===== src/rtl/pw_pkg.sv =====
// Shared types and constants for the password incrementer.
package pw_pkg;

  localparam int MAX_LEN = 20;
  localparam int LEN_W   = 5;
  localparam int PW_W    = 8 * MAX_LEN;

  localparam logic [7:0] CHAR_MIN = 8'h20;
  localparam logic [7:0] CHAR_MAX = 8'h7E;

  localparam logic [LEN_W-1:0] MAX_LEN_V = LEN_W'(MAX_LEN);
  localparam logic [LEN_W-1:0] OVF_LEN   = LEN_W'(MAX_LEN + 1);

  typedef enum logic [1:0] {
    IDLE = 2'd0,
    RUN  = 2'd1,
    DONE = 2'd2
  } pw_state_t;

endpackage


===== src/rtl/pw_char_inc.sv =====
// Single-digit increment over the printable range; wraps CHAR_MAX to CHAR_MIN with carry.
module pw_char_inc
  import pw_pkg::*;
(
  input  logic [7:0] ch,
  output logic [7:0] ch_inc,
  output logic       carry
);

  always_comb begin
    ch_inc = ch + 8'd1;
    carry  = 1'b0;
    if (ch >= CHAR_MAX) begin
      ch_inc = CHAR_MIN;
      carry  = 1'b1;
    end
  end

endmodule


===== src/rtl/pwadder_core.sv =====
// Odometer-style next-candidate generator: one digit position per cycle,
// with a rising-edge trigger and a completed flag.
module pwadder_core
  import pw_pkg::*;
(
  input  logic              clk,
  input  logic              nrst,
  input  logic [PW_W-1:0]   in_password,
  input  logic [LEN_W-1:0]  in_length,
  input  logic              trigger,
  output logic [PW_W-1:0]   out_password,
  output logic [LEN_W-1:0]  out_length,
  output logic              completed
);

  pw_state_t        state_reg;
  logic             trig_prev_reg;
  logic [7:0]       pw_reg [MAX_LEN];
  logic [LEN_W-1:0] len_reg;
  logic [LEN_W-1:0] idx_reg;
  logic             completed_reg;

  logic [7:0]       in_bytes [MAX_LEN];
  logic [7:0]       cur_byte;
  logic [7:0]       next_byte;
  logic             next_carry;
  logic             start;
  logic [LEN_W-1:0] len_clamped;

  genvar gi;
  generate
    for (gi = 0; gi < MAX_LEN; gi++) begin : g_bytes
      assign in_bytes[gi]              = in_password[8*gi +: 8];
      assign out_password[8*gi +: 8]   = pw_reg[gi];
    end
  endgenerate

  assign out_length  = len_reg;
  assign completed   = completed_reg;
  assign start       = trigger && !trig_prev_reg && (state_reg != RUN);
  assign len_clamped = (in_length > MAX_LEN_V) ? MAX_LEN_V : in_length;

  // idx can reach MAX_LEN after a full wrap; never index past the array then.
  always_comb begin
    cur_byte = CHAR_MIN;
    if (idx_reg < MAX_LEN_V)
      cur_byte = pw_reg[idx_reg];
  end

  pw_char_inc u_char_inc (
    .ch     (cur_byte),
    .ch_inc (next_byte),
    .carry  (next_carry)
  );

  always_ff @(posedge clk) begin
    if (!nrst) begin
      state_reg     <= IDLE;
      trig_prev_reg <= 1'b0;
      for (int i = 0; i < MAX_LEN; i++)
        pw_reg[i] <= CHAR_MIN;
      len_reg       <= '0;
      idx_reg       <= '0;
      completed_reg <= 1'b0;
    end else begin
      trig_prev_reg <= trigger;
      case (state_reg)
        IDLE, DONE: begin
          if (start) begin
            for (int i = 0; i < MAX_LEN; i++)
              pw_reg[i] <= in_bytes[i];
            len_reg       <= len_clamped;
            idx_reg       <= '0;
            completed_reg <= 1'b0;
            state_reg     <= RUN;
          end
        end
        RUN: begin
          if (idx_reg == MAX_LEN_V) begin
            for (int i = 0; i < MAX_LEN; i++)
              pw_reg[i] <= CHAR_MIN;
            len_reg       <= OVF_LEN;
            completed_reg <= 1'b1;
            state_reg     <= DONE;
          end else if (idx_reg == len_reg) begin
            // Carry ran past the current length: append a fresh digit.
            pw_reg[idx_reg] <= CHAR_MIN;
            len_reg         <= len_reg + LEN_W'(1);
            completed_reg   <= 1'b1;
            state_reg       <= DONE;
          end else begin
            pw_reg[idx_reg] <= next_byte;
            if (next_carry) begin
              idx_reg <= idx_reg + LEN_W'(1);
            end else begin
              completed_reg <= 1'b1;
              state_reg     <= DONE;
            end
          end
        end
        default: state_reg <= IDLE;
      endcase
    end
  end

endmodule


===== config.mk =====
export PLATFORM = sky130hd
export DESIGN_NAME = pwadder_core
export DESIGN_NICKNAME = d
export VERILOG_FILES = /design/src/rtl/pw_pkg.sv /design/src/rtl/pw_char_inc.sv /design/src/rtl/pwadder_core.sv
export SDC_FILE = /design/constraint.sdc
export NUM_CORES = 1
export LEC_CHECK = 0
export ABC_AREA = 1
export CAP_MARGIN = 25
export CELL_PAD_IN_SITES_DETAIL_PLACEMENT = 1
export CELL_PAD_IN_SITES_GLOBAL_PLACEMENT = 2
export CORE_UTILIZATION = 32
export CTS_BUF_LIST = sky130_fd_sc_hd__clkbuf_8 sky130_fd_sc_hd__clkbuf_16
export CTS_CLUSTER_DIAMETER = 200
export DETAILED_ROUTE_END_ITERATION = 10
export GPL_ROUTABILITY_DRIVEN = 0
export PLACE_DENSITY = 0.88
export SLEW_MARGIN = 10
export SYNTH_ARGS = -nofsm -noshare
export SYNTH_HDL_FRONTEND = slang
export SYNTH_SLANG_ARGS = --single-unit
export TNS_END_PERCENT = 30

===== constraint.sdc =====
create_clock -name clk -period 4.2 [get_ports clk]
set_input_delay 0.84 -clock clk [delete_from_list [all_inputs] [get_ports clk]]
set_output_delay 0.84 -clock clk [all_outputs]
set_load 0.01 [all_outputs]

### After elaboration in Yosys (flattened, before gate mapping)

Memory sizes are Yosys's and may differ from the RTL's. A register that Yosys moved wholly into a read port is not among the register bits.
Cells that the tools add are included.

| word-level totals | value |
|---|---|
| memories | 1 |
| register bits | 14 |
| RAM bits | 160 |
| input port bits | 168 |
| logic and storage cells | 163 |
| output and inout port bits | 166 |

Memories:

| name | words | bits a word | rd ports | clocked after Yosys merged registers in | write ports | line | text |
|---|---|---|---|---|---|---|---|
| pw_reg | 20 | 8 | 21 | 1 | 20 | pwadder_core.sv:18 | `logic [7:0] pw_reg [MAX_LEN];` |

| cells by class | value |
|---|---|
| add/sub/neg operators | 3 |
| order comparisons | 3 |
| equality and inequality tests | 11 |
| bitwise operators | 41 |
| multiplexer cells | 88 |
| reduce and logical (&&, ||, !) cells | 11 |

Operators by type and width:

| kind | number |
|---|---|
| $mux W8 | 44 |
| $mux W5 | 11 |
| $or A1 B1 Y1 | 41 |
| $mux W1 | 25 |
| $pmux W5 S2 | 2 |
| $add A5 B1 Y5 const B | 2 |
| $add A8 B1 Y8 const B | 1 |
| $ge A8 B7 Y1 const B | 1 |
| $mux W2 | 4 |
| $ne A2 B2 Y1 const B | 4 |
| $reduce_or A8 Y1 | 1 |
| $reduce_and A3 Y1 | 2 |
| $eq A5 B5 Y1 | 1 |
| $eq A5 B5 Y1 const B | 1 |
| $gt A5 B5 Y1 const B | 1 |
| $lt A5 B5 Y1 const B | 1 |
| $reduce_and A5 Y1 | 1 |
| $ne A4 B4 Y1 const B | 1 |
| $pmux W2 S2 | 1 |
| $ne A3 B3 Y1 const B | 1 |
| $eq A2 B1 Y1 const B | 1 |
| $eq A2 B2 Y1 const B | 1 |
| $logic_and A1 B1 Y1 | 2 |
| $logic_not A2 Y1 | 1 |
| 6 further kinds | 6 |

### Logic depth before layout (Yosys ltp)

| logic depth | value |
|---|---|
| depth in word-level cells | 10 |
| depth in mapped cells | 24 |
| mapped depth without buffers | 22 |

### Modules after synthesis

Synthesis repeated with hierarchy kept, for this count alone.

| second synthesis, totals | value |
|---|---|
| cells, all modules | 1500 |
| area total of the unflattened synthesis | 13486.7 µm² |

By module, submodules not included:

| module | instances | seq. area each (µm²) | cells each | area each (µm²) |
|---|---|---|---|---|
| pwadder_core | 1 | 8067.7 | 1464 | 13295.3 |
| pw_char_inc | 1 | 0.0 | 36 | 191.4 |

### Worst setup path before layout

Ideal clock, no wire load.

| path | value |
|---|---|
| path type | register -> register |
| from | reg with a tool-made name |
| to | mem pw_reg[20][6] (data pin) |
| slack | 1.495 ns |
| library setup time | 0.244 ns |
| buffers on the path | 4 |
| period minus slack after synthesis | 2.705 ns |
| cell stages (with the launch flop) | 20 |
| arrival | 2.462 ns |
| data required time | 3.956 ns |
| cells stage by stage | dfxtp_1 -> buf_4 -> buf_4 -> buf_4 -> nand2_1 -> nand3_1 -> nand3_1 -> nand2_1 -> nand2_1 -> nand3_1 -> nand2_1 -> clkinv_1 -> o21ai_2 -> inv_1 -> ha_1 -> nand3_1 -> xnor2_1 -> buf_2 -> inv_1 -> nor2_1 |

RTL lines:

| element | line |
|---|---|
| to (decl) | pwadder_core.sv:18 |

==> results.txt <==
* Top Ports: 334
- Design Area, Final: 18900 sq um
- Area growth from synthesis to layout: 38.61%
- Kind of start point of the critical path: register
- Cell variety after synth: 34
* Status: finished, final reports clean
* Cell breakdown of the critical path: inv_1 > ha_1 > nand2_1 > nand2_1 > nor2_1 > inv_2 > nor2_1 > inv_1 > nor2_1 > inv_1 > nand2_1
* Shortest period the worst path allows: 4.016 ns
- Of all cell types, the one taking the most synthesized area is edfxtp_1.
- Global routing used between 20% and 30% of the available tracks across all layers.
- Slowest-stage cell, CP: nand2_1
- Area used by multi-input combinational logic: a little under 5000 sq um
- Number of setup violations in the final report: 0
- IR analysis of the VDD net gives a maximum drop of between 200 and 250 uV.
* Main combinational cell family by area after synthesis: simple AND/OR/NAND/NOR gates
* Number of nets in the layout: between 2k and 2.5k
- Worst EP required: roughly 4.4 ns
- Based on the critical path, the design can be clocked at up to 249.0 MHz.
- In the synthesized netlist the dominant register cell turns out to be edfxtp_1.
* Synth top area share: 56.39%
* Area enclosed by the die boundary: 43430 sq um
* Worst hold path cell count: 2
- In this run the static leakage power is 7.432 nW.
- The total count of max-transition violations in the final report is 0.
* Worst Hold Path EP: state_reg[1]
- Number of global-route vias before repair: 13.56k
* Setup crit end kind: register
- Gate Count Post-Synth: 1546
- The worst hold path begins at state_reg[1].
- After clock tree synthesis, the repair step resized 0 gates.
* Peak fanout along the critical path: 9
- Port Buffer Count: 333
- Total setup buffers inserted after CTS: 0
* Cells taking the most area after synthesis: edfxtp_1 56%, nand2_1 14%, nand3_1 7.3%
* Height of the die: 208.4 um
- Pwr dens: approximately 420 nW/um^2
- Most frequent standard cell in the layout excluding fill and tap cells: nand2_1
- Count of standard-cell rows: 75
- The root buffer cell chosen for the clock tree is clkbuf_16.
- Iteration-0 DRC Markers: 1375
- Total of fill cells in the finished design: 4806
- Post-synth ARST share: 0%
- Fraction of the mapped netlist area in adder cells: 0.6425%
* Die width: 208.4 um
- The first detailed-routing pass ran for 5 iterations.
- Total count of hold-check failures in the final report: 0
- Hold-fix buffer count after cts: 0
- Summing the areas of all compound-gate instances in the mapped netlist gives 7.407% of the synthesized area.
- On the worst path, the slowest cell contributes a delay of roughly 0.78 ns.
- The worst register-to-register path ends at pw_reg[10][0].
- In the routed layout, each cell is associated on average with a via count of 5.343.
- Counting flops and latches in the post-synthesis netlist gives 275.
- After routing, the total negative slack on setup checks comes to 0 ns.
- The detail route stage leaves a number of antenna-violating nets equal to 0.
- Slew at the pin with the worst max-slew slack: 0.9475 ns
- Clock skew: 0.02848 ns
* Critical path's top delay family: simple AND/OR/NAND/NOR gates
* Flip-flop count of the largest register, all copies and words added: 256
- Portion of netlist area occupied by mux cells: 0%
- In this run the number of H-tree levels came out at 1.
- Detailed routing inserted a total of 13.23k vias.
- Slew Limit Headroom: 36.68%
- Post-synth EDFFs: 256
- First-pass GRT wire length: between 80 and 90 mm
* Post-Route Utilization: around 45%
- Tightest Hold Check Type: register to register
- Of the available clock period, the critical path in the final layout requires a little over nine tenths.
- Synthesized area per cell: 8.817 sq um
- The region available for standard cell placement spans 41950 sq um.
- Dividing the detail-routed wire length by the instance count gives 24.63 um.
- During synthesis, Yosys emitted a total of 0 warnings.
- CP Buf/Inv Count: 4
- Critical setup path kind: register to register
- Setup slack after layout: 0.1842 ns
- Worst hold slack after final layout: 0.4762 ns
- Most frequent cells in the layout: 519 x nand2_1, 333 x clkdlybuf4s50_1, 256 x edfxtp_1
* Cell area after technology mapping: between 10000 and 15000 sq um
* WL final: about 60 mm
- In the final layout, the share of cells above drive strength 1 is 6.376%.
- The number of clock buffers added by TritonCTS is 30.
* Synthesized-area fraction occupied by and/or/nand/nor cells: about a quarter
* Worst slack after detailed placement: -0.06797 ns
* DRC violation count after routing: 0
- After synthesis, flip-flops and latches occupy approximately 59% of the total area.
- Across the run, the number of max-cap violations was 0.
* Clock transition at the register clock pins on the worst setup and hold paths after CTS: about 0.060 ns
- The startpoint identified for the worst register-to-register timing path is idx_reg[1].
* Sequential cell area: 8073 sq um
- TritonCTS built the clock tree.
- The synthesized netlist devotes 0.4497% of its cell area to XOR and XNOR gates.
- Number of antenna violations at the first check in global routing: 8
- Summed over all nets, the half-perimeter wirelength after detailed placement is about 46 mm.
- Clock Tree Buf Depth: 3
- Post-detailed-placement cell area: 17910 sq um
* Path depth of the worst reg2reg path: 11
- Entering global routing, the biggest net connects 111 pins.
- Number of sinks on the clock net: 275
- At the worst endpoint, the arrival time is between 4 and 5 ns.
* Starting Density: between 30% and 40%
* Clock insertion delay at the later pin of the skew report: 0.60 ns
- Global routing finished with a remaining overflow of 0.
- Setup slack on the worst reg-to-reg path comes out at approximately 0.18 ns.
-- through the flow --
step / total power [mW] / std cells
after global routing: 8.119 / 2474
after global placement: 5.177 / 2416
after floorplan: 4.238 / 1565
after detailed placement: 5.212 / 2416
final: 7.875 / 2475
after CTS: 7.877 / 2468
-- worst max-delay path by stage --
stage,from,endpoint,cells after the start
final,idx_reg[1],pw_reg[10][0],11
after global routing,idx_reg[0],pw_reg[10][0],11
after CTS,idx_reg[0],pw_reg[10][3],11
after detailed placement,nrst,pw_reg[10][7],9
after global placement,nrst,pw_reg[10][7],9
after floorplan,register,pw_reg[20][6],19
-- routing by layer --
metal / routed length, um / up-vias / global-route usage [%]
li1: - / 5927 / -
met1: 24860 / 6578 / 35.54
met2: 28980 / 586 / 44.67
met3: 4596 / 134 / 4.649
met4: 2505 / 0 / 11.88
met5: 0 / - / 0
-- worst min-delay path: cells and delay by family, from the launching register on --
kind / cells / cell delay [ns]
AND/OR/NAND/NOR: 2 / 0.13
flip-flops: 1 / 0.31
-- cells by family after synthesis --
kind of cell               Yosys count
DFF                                275
and+or+nand+nor                    878
xor gates and xnor gates             7
other                                1
AOI/OAI and AO/OA                  187
adders and majority gates            7
buffers and inverters              191
-- final cells by class --
class,count,share of cell area [%]
antenna,7,0.09270
clock buffer,31,4.105
clock inverter,21,0.9932
inverter,100,2.000
multi-input combinational,1099,25.63
sequential,275,42.72
tap,539,3.569
timing repair buffer,403,20.88
-- synth_stat cells, drive strengths merged, types with 6 or more instances --
| cell type | count |
|---|---|
| nor3 | 12 |
| inv | 96 |
| buf | 56 |
| clkbuf | 35 |
| a31oi | 23 |
| dfxtp | 19 |
| nor2 | 142 |
| edfxtp | 256 |
| nand2 | 520 |
| a21oi | 46 |
| nand3 | 201 |
| o22ai | 6 |
| ha | 7 |
| o21ai | 101 |
-- report_power, final --
group | internal, mW | switching [mW]
registers | 3.18 | 0.155
clock network | 1.56 | 1.14
logic | 0.709 | 1.13
total | 5.45 | 2.42
Note: power is estimated with default switching activity, not from simulation.
